--- config.mk ---
export PLATFORM = sky130hd
export DESIGN_NAME = muldiv_hilo_ctrl
export DESIGN_NICKNAME = d
export VERILOG_FILES = /design/src/rtl/muldiv_hilo_ctrl.sv
export SDC_FILE = /design/constraint.sdc
export NUM_CORES = 2
export LEC_CHECK = 0
export CAP_MARGIN = 15
export CORE_MARGIN = 4
export CORE_UTILIZATION = 30
export DETAILED_ROUTE_END_ITERATION = 8
export PLACE_DENSITY = 0.54
export SKIP_LAST_GASP = 1
export SYNTH_ARGS = -nofsm -noshare
export SYNTH_HDL_FRONTEND = slang
export SYNTH_SLANG_ARGS = --single-unit
--- constraint.sdc ---
create_clock -name clk -period 9.2 [get_ports clk]
set_input_delay 0.92 -clock clk [delete_from_list [all_inputs] [get_ports clk]]
set_output_delay 0.92 -clock clk [all_outputs]
set_load 0.005 [all_outputs]
--- src/rtl/muldiv_hilo_ctrl.sv ---
// EX-stage MULT/MULTU/DIV/DIVU sequencer and HI/LO register owner.
// Fixed-latency multiplier, 32-step restoring divider, MTHI/MTLO writes, flush cancel.
module muldiv_hilo_ctrl #(
  parameter int MUL_LAT = 4
) (
  input  logic        clk,
  input  logic        resetn,
  input  logic        valid_e,
  input  logic        op_mult,
  input  logic        op_multu,
  input  logic        op_div,
  input  logic        op_divu,
  input  logic        op_mthi,
  input  logic        op_mtlo,
  input  logic [31:0] src_a,
  input  logic [31:0] src_b,
  input  logic        stall_ext,
  input  logic        flush,
  output logic        stall_e,
  output logic        busy,
  output logic [31:0] hi_o,
  output logic [31:0] lo_o
);

  typedef enum logic [1:0] {IDLE, MUL, DIV, DONE} state_t;

  state_t      state, state_n;
  logic [4:0]  cnt;
  logic [31:0] opa, opb;
  logic [32:0] rem;
  logic        sgn, is_div, nowr, qneg, rneg;

  logic        is_mul_op, is_div_op, start, div_sgn;
  logic [31:0] a_abs, b_abs;
  logic [32:0] rem_sh, rem_sub;
  logic        q_bit;
  logic signed [32:0] ma, mb;
  logic [63:0] prod;
  logic [31:0] lo_div, hi_div;

  assign is_mul_op = op_mult | op_multu;
  assign is_div_op = op_div | op_divu;
  assign start     = valid_e & (is_mul_op | is_div_op) & ~flush;

  assign div_sgn = op_div;
  assign a_abs   = (div_sgn & src_a[31]) ? -src_a : src_a;
  assign b_abs   = (div_sgn & src_b[31]) ? -src_b : src_b;

  // opa doubles as the dividend shifter; quotient bits enter at the LSB
  assign rem_sh  = {rem[31:0], opa[31]};
  assign rem_sub = rem_sh - {1'b0, opb};
  assign q_bit   = (rem_sh >= {1'b0, opb});

  assign ma   = {sgn & opa[31], opa};
  assign mb   = {sgn & opb[31], opb};
  assign prod = 64'(ma) * 64'(mb);

  assign lo_div = qneg ? -opa : opa;
  assign hi_div = rneg ? -rem[31:0] : rem[31:0];

  assign busy = (state != IDLE);

  always_comb begin
    state_n = state;
    stall_e = 1'b0;
    case (state)
      IDLE: begin
        if (start) begin
          stall_e = 1'b1;
          if (is_mul_op)        state_n = (MUL_LAT == 1) ? DONE : MUL;
          else if (src_b == '0) state_n = DONE;
          else                  state_n = DIV;
        end
      end
      MUL, DIV: begin
        stall_e = 1'b1;
        if (cnt == '0) state_n = DONE;
      end
      DONE: begin
        if (!stall_ext) state_n = IDLE;
      end
      default: state_n = IDLE;
    endcase
    if (flush) begin
      state_n = IDLE;
      stall_e = 1'b0;
    end
  end

  always_ff @(posedge clk) begin
    if (!resetn) begin
      state  <= IDLE;
      cnt    <= '0;
      opa    <= '0;
      opb    <= '0;
      rem    <= '0;
      sgn    <= 1'b0;
      is_div <= 1'b0;
      nowr   <= 1'b0;
      qneg   <= 1'b0;
      rneg   <= 1'b0;
      hi_o   <= '0;
      lo_o   <= '0;
    end else begin
      state <= state_n;
      case (state)
        IDLE: begin
          if (start) begin
            if (is_mul_op) begin
              opa    <= src_a;
              opb    <= src_b;
              sgn    <= op_mult;
              is_div <= 1'b0;
              nowr   <= 1'b0;
              cnt    <= 5'(MUL_LAT - 1);
            end else begin
              opa    <= a_abs;
              opb    <= b_abs;
              is_div <= 1'b1;
              nowr   <= (src_b == '0);
              qneg   <= div_sgn & (src_a[31] ^ src_b[31]);
              rneg   <= div_sgn & src_a[31];
              rem    <= '0;
              cnt    <= 5'd31;
            end
          end else if (valid_e && !flush && !stall_ext) begin
            if (op_mthi) hi_o <= src_a;
            if (op_mtlo) lo_o <= src_a;
          end
        end
        MUL: cnt <= cnt - 5'd1;
        DIV: begin
          rem <= q_bit ? rem_sub : rem_sh;
          opa <= {opa[30:0], q_bit};
          cnt <= cnt - 5'd1;
        end
        DONE: begin
          if (!stall_ext && !flush && !nowr) begin
            if (is_div) begin
              hi_o <= hi_div;
              lo_o <= lo_div;
            end else begin
              hi_o <= prod[63:32];
              lo_o <= prod[31:0];
            end
          end
        end
        default: ;
      endcase
    end
  end

endmodule

==> run metrics <==
Hold EP lo_o[22]$_SDFFE_PN0P_; post-DP HPWL between 100 and 150 mm; sequential-to-total area share from yosys stat 6.89%; global-route wire length before repair about 260 mm; Synth warnings 0; Reg-to-Reg End hi_o[30]$_SDFFE_PN0P_; final setup violating endpoints 0; Startpoint Class flop; worst hold path type flop to flop; Worst path max stage delay 0.95 ns; Cells after Synth 5842; I/O Buffers 140; register-to-register setup slack 0.07 ns; drt first pass iters 5; total track usage 19.9%; Setup Skew 0.0256 ns; CP required about 9.6 ns; critical path type flop to flop; area of the mapped netlist 0.0500 mm^2; Slowest cell on crit path dfxtp_1; hold violation count in the final report 0; critical path fanouts, max 16; Die Span X 416 um; Vias approximately 40000; normalized max-slew margin 21.3%; pin count of the biggest net entering global routing 84; root buf cell clkbuf_16; Leakage about 25 nW; Primary FF master, synth dfxtp_1; row count 149; Final Power 3.85 mW; Top delay family on crit path adder cells; fin crit share 99.2%; TritonCTS clock tree done; # IOs ~140; Routed wire per std cell 21.2 um; number of synthesized flops with an enable pin 0; CP endpoint kind flop; post-cts gate resize count 0; clk sink count approximately 170; R2R cell count 26; initial antenna violation count 5; CTS H-tree lvls 4; DRC viols 0; Worst VDD drop 0.166 mV; setup_tns 0 ns; # Max-Cap Violations 0; DRT iter0 DRCs 2870; Skew-Pair Late Insertion Delay between 0.5 and 0.6 ns; Bufs and invs on worst path 7; Fmax 0.110 GHz; FF+latch count, synth about 170; Pins Over Slew Limit 0; Post CTS Setup Buffer Count 0; hold wc startpoint lo_o[22]$_SDFFE_PN0P_; final period demand of the worst path 9.13 ns; Layout Area Growth over Synthesis 10.0%; unrepaired setup endpoints after global routing false; post-synth net total about 7300; core area 0.165 mm^2; vias in the first global route approximately 42000; Num CTS Buffers 17; nets@finish a little over 7000; Synth cell types 84; clk slew on worst S/H paths around 0.1 ns; initial core utilization 30.2%; layout cells sized above 1 4.60%; actual slew at the worst max-slew pin 1.17 ns; cts hold-fix bufs 0; worst r2r src opa[13]$_SDFFE_PN0P_; Vias per Instance 4.99; outcome complete, no violations; CTS max path bufs 2; critical path launch point opa[13]$_SDFFE_PN0P_; total grt overflow 0; FFs w/ async S/R, synth 0%; Detailed Route WL between 150 and 200 mm; hold depth 2; die area 0.173 mm^2; Critical Path Most Common Cell fa_1; pwr/cell area approximately 70 mW/mm^2; Die Y 416 um; crit path DAT 9.55 ns; DRT antenna net count 0; synthesized area per cell 8.55 um^2; Final GP Congestion 0.924
## layer usage
layer	up-vias	GRT usage, %	part of all wire [%]
met4	0	6.06	3.5
met3	225	2.22	5.2
li1	17711	-	-
met5	-	0	0
met1	20822	26.1	42
met2	1239	34.4	49
## registers in the layout, summed over array words and instances (netlist names)
signal  count
cnt         5
lo_o       32
rneg        1
opa        32
qneg        1
opb        32
sgn         1
hi_o       32
rem        32
state       2
is_div      1
nowr        1
## area by class of cell
cell class | instances | area (um^2)
Timing Repair Buffer | 314 | 2910
Sequential cell | 172 | 3460
Antenna cell | 1 | 2.50
Clock buffer | 19 | 443
Tap cell | 2189 | 2740
Fill cell | 17468 | 110000
Clock inverter | 13 | 201
Inverter | 1189 | 4470
Multi-Input combinational cell | 4121 | 40800
## cell usage after synthesis, drive strengths merged, types with 53 or more instances
| library cell | n | area share, % |
|---|---|---|
| ha | 255 | 6.4 |
| dfxtp | 172 | 6.9 |
| a211oi | 53 | 0.80 |
| a21oi | 231 | 2.3 |
| buf | 57 | 0.45 |
| inv | 1188 | 8.9 |
| fa | 1126 | 45 |
| xnor2 | 127 | 2.2 |
| and2 | 300 | 3.8 |
| xor2 | 72 | 1.3 |
| clkbuf | 303 | 2.3 |
| nor2 | 282 | 2.1 |
| nand2 | 885 | 6.6 |
| o21ai | 179 | 1.8 |
## metrics by stage
step	util (%)	worst slack, ns	cells	area [um^2]	hold slack [ns]
finish	33.3	0.0725	8018	55000	0.457
global route	33.3	0.0347	8018	55000	0.477
CTS	33.2	0.100	8017	55000	0.457
detailed placement	32.9	0.148	7985	54300	0.446
global placement	32.9	0.240	7985	54300	0.442
floorplan	-	1.15	5842	50000	0.448
## power by group
part / internal, mW / switching (mW) / total (mW)
sequential: 0.779 / 0.0899 / 0.869
combinational: 0.754 / 1.37 / 2.12
clock: 0.470 / 0.390 / 0.860
total: 2.00 / 1.85 / 3.85
## worst max-delay path by stage
stage	endpoint	slack, ns	depth (start not counted)
2_1_floorplan	hi_o[25]$_SDFFE_PN0P_	1.15	29
3_3_place_gp	hi_o[31]$_SDFFE_PN0P_	0.24	25
3_5_place_dp	hi_o[25]$_SDFFE_PN0P_	0.15	26
4_1_cts	hi_o[25]$_SDFFE_PN0P_	0.10	26
5_1_grt	hi_o[31]$_SDFFE_PN0P_	0.03	24
6_report	hi_o[30]$_SDFFE_PN0P_	0.07	26
## logic make-up (layout without fill, tap and decap cells)
kind of cell	Yosys count	after routing	share of synthesized area (%)
and+or+nand+nor	1752	1752	16.1
buffers and inverters	1549	1535	11.7
adders and majority gates	1381	1381	51.5
AOI/OAI and AO/OA	746	746	9.51
xor gates and xnor gates	199	199	3.49
DFF	172	172	6.89
muxes	43	43	0.864
other	0	1	0
## placed cells by master, fill, tap and decap left out, types with 8 or more instances in the layout
cell type / instances
a311oi_1: 12
o31ai_1: 28
or3_1: 16
xnor2_1: 127
ha_1: 253
nor3_1: 41
nand2b_1: 19
and3_1: 36
a21o_1: 47
and2_1: 299
o21a_1: 17
clkdlybuf4s50_1: 140
nand3_1: 47
fa_1: 1126
o22ai_1: 8
clkbuf_16: 17
nand3b_1: 9
xor2_1: 72
nor2b_1: 19
o21ai_0: 171
dfxtp_1: 161
o21bai_1: 12
nand4_1: 22
o211ai_1: 49
mux2i_1: 42
o41ai_1: 16
dfxtp_2: 10
or2_2: 15
a31oi_1: 30
a21oi_1: 228
buf_12: 16
a211oi_1: 52
nor4_1: 23
nor2_1: 280
or4_1: 11
inv_1: 1185
nand2_1: 885
buf_4: 158
## worst reg2reg max path, delay by kind of cell, from the launching register on
kind,cells,cell delay (ns)
adder cells (fa/ha/maj),9,4.46
AO/OA/AOI/OAI,8,2.59
multiplexers,1,0.33
buffers and inverters,7,0.64
flip-flops,1,0.95
AND/OR/NAND/NOR,1,0.09
Power figures use the tool's default switching activity.
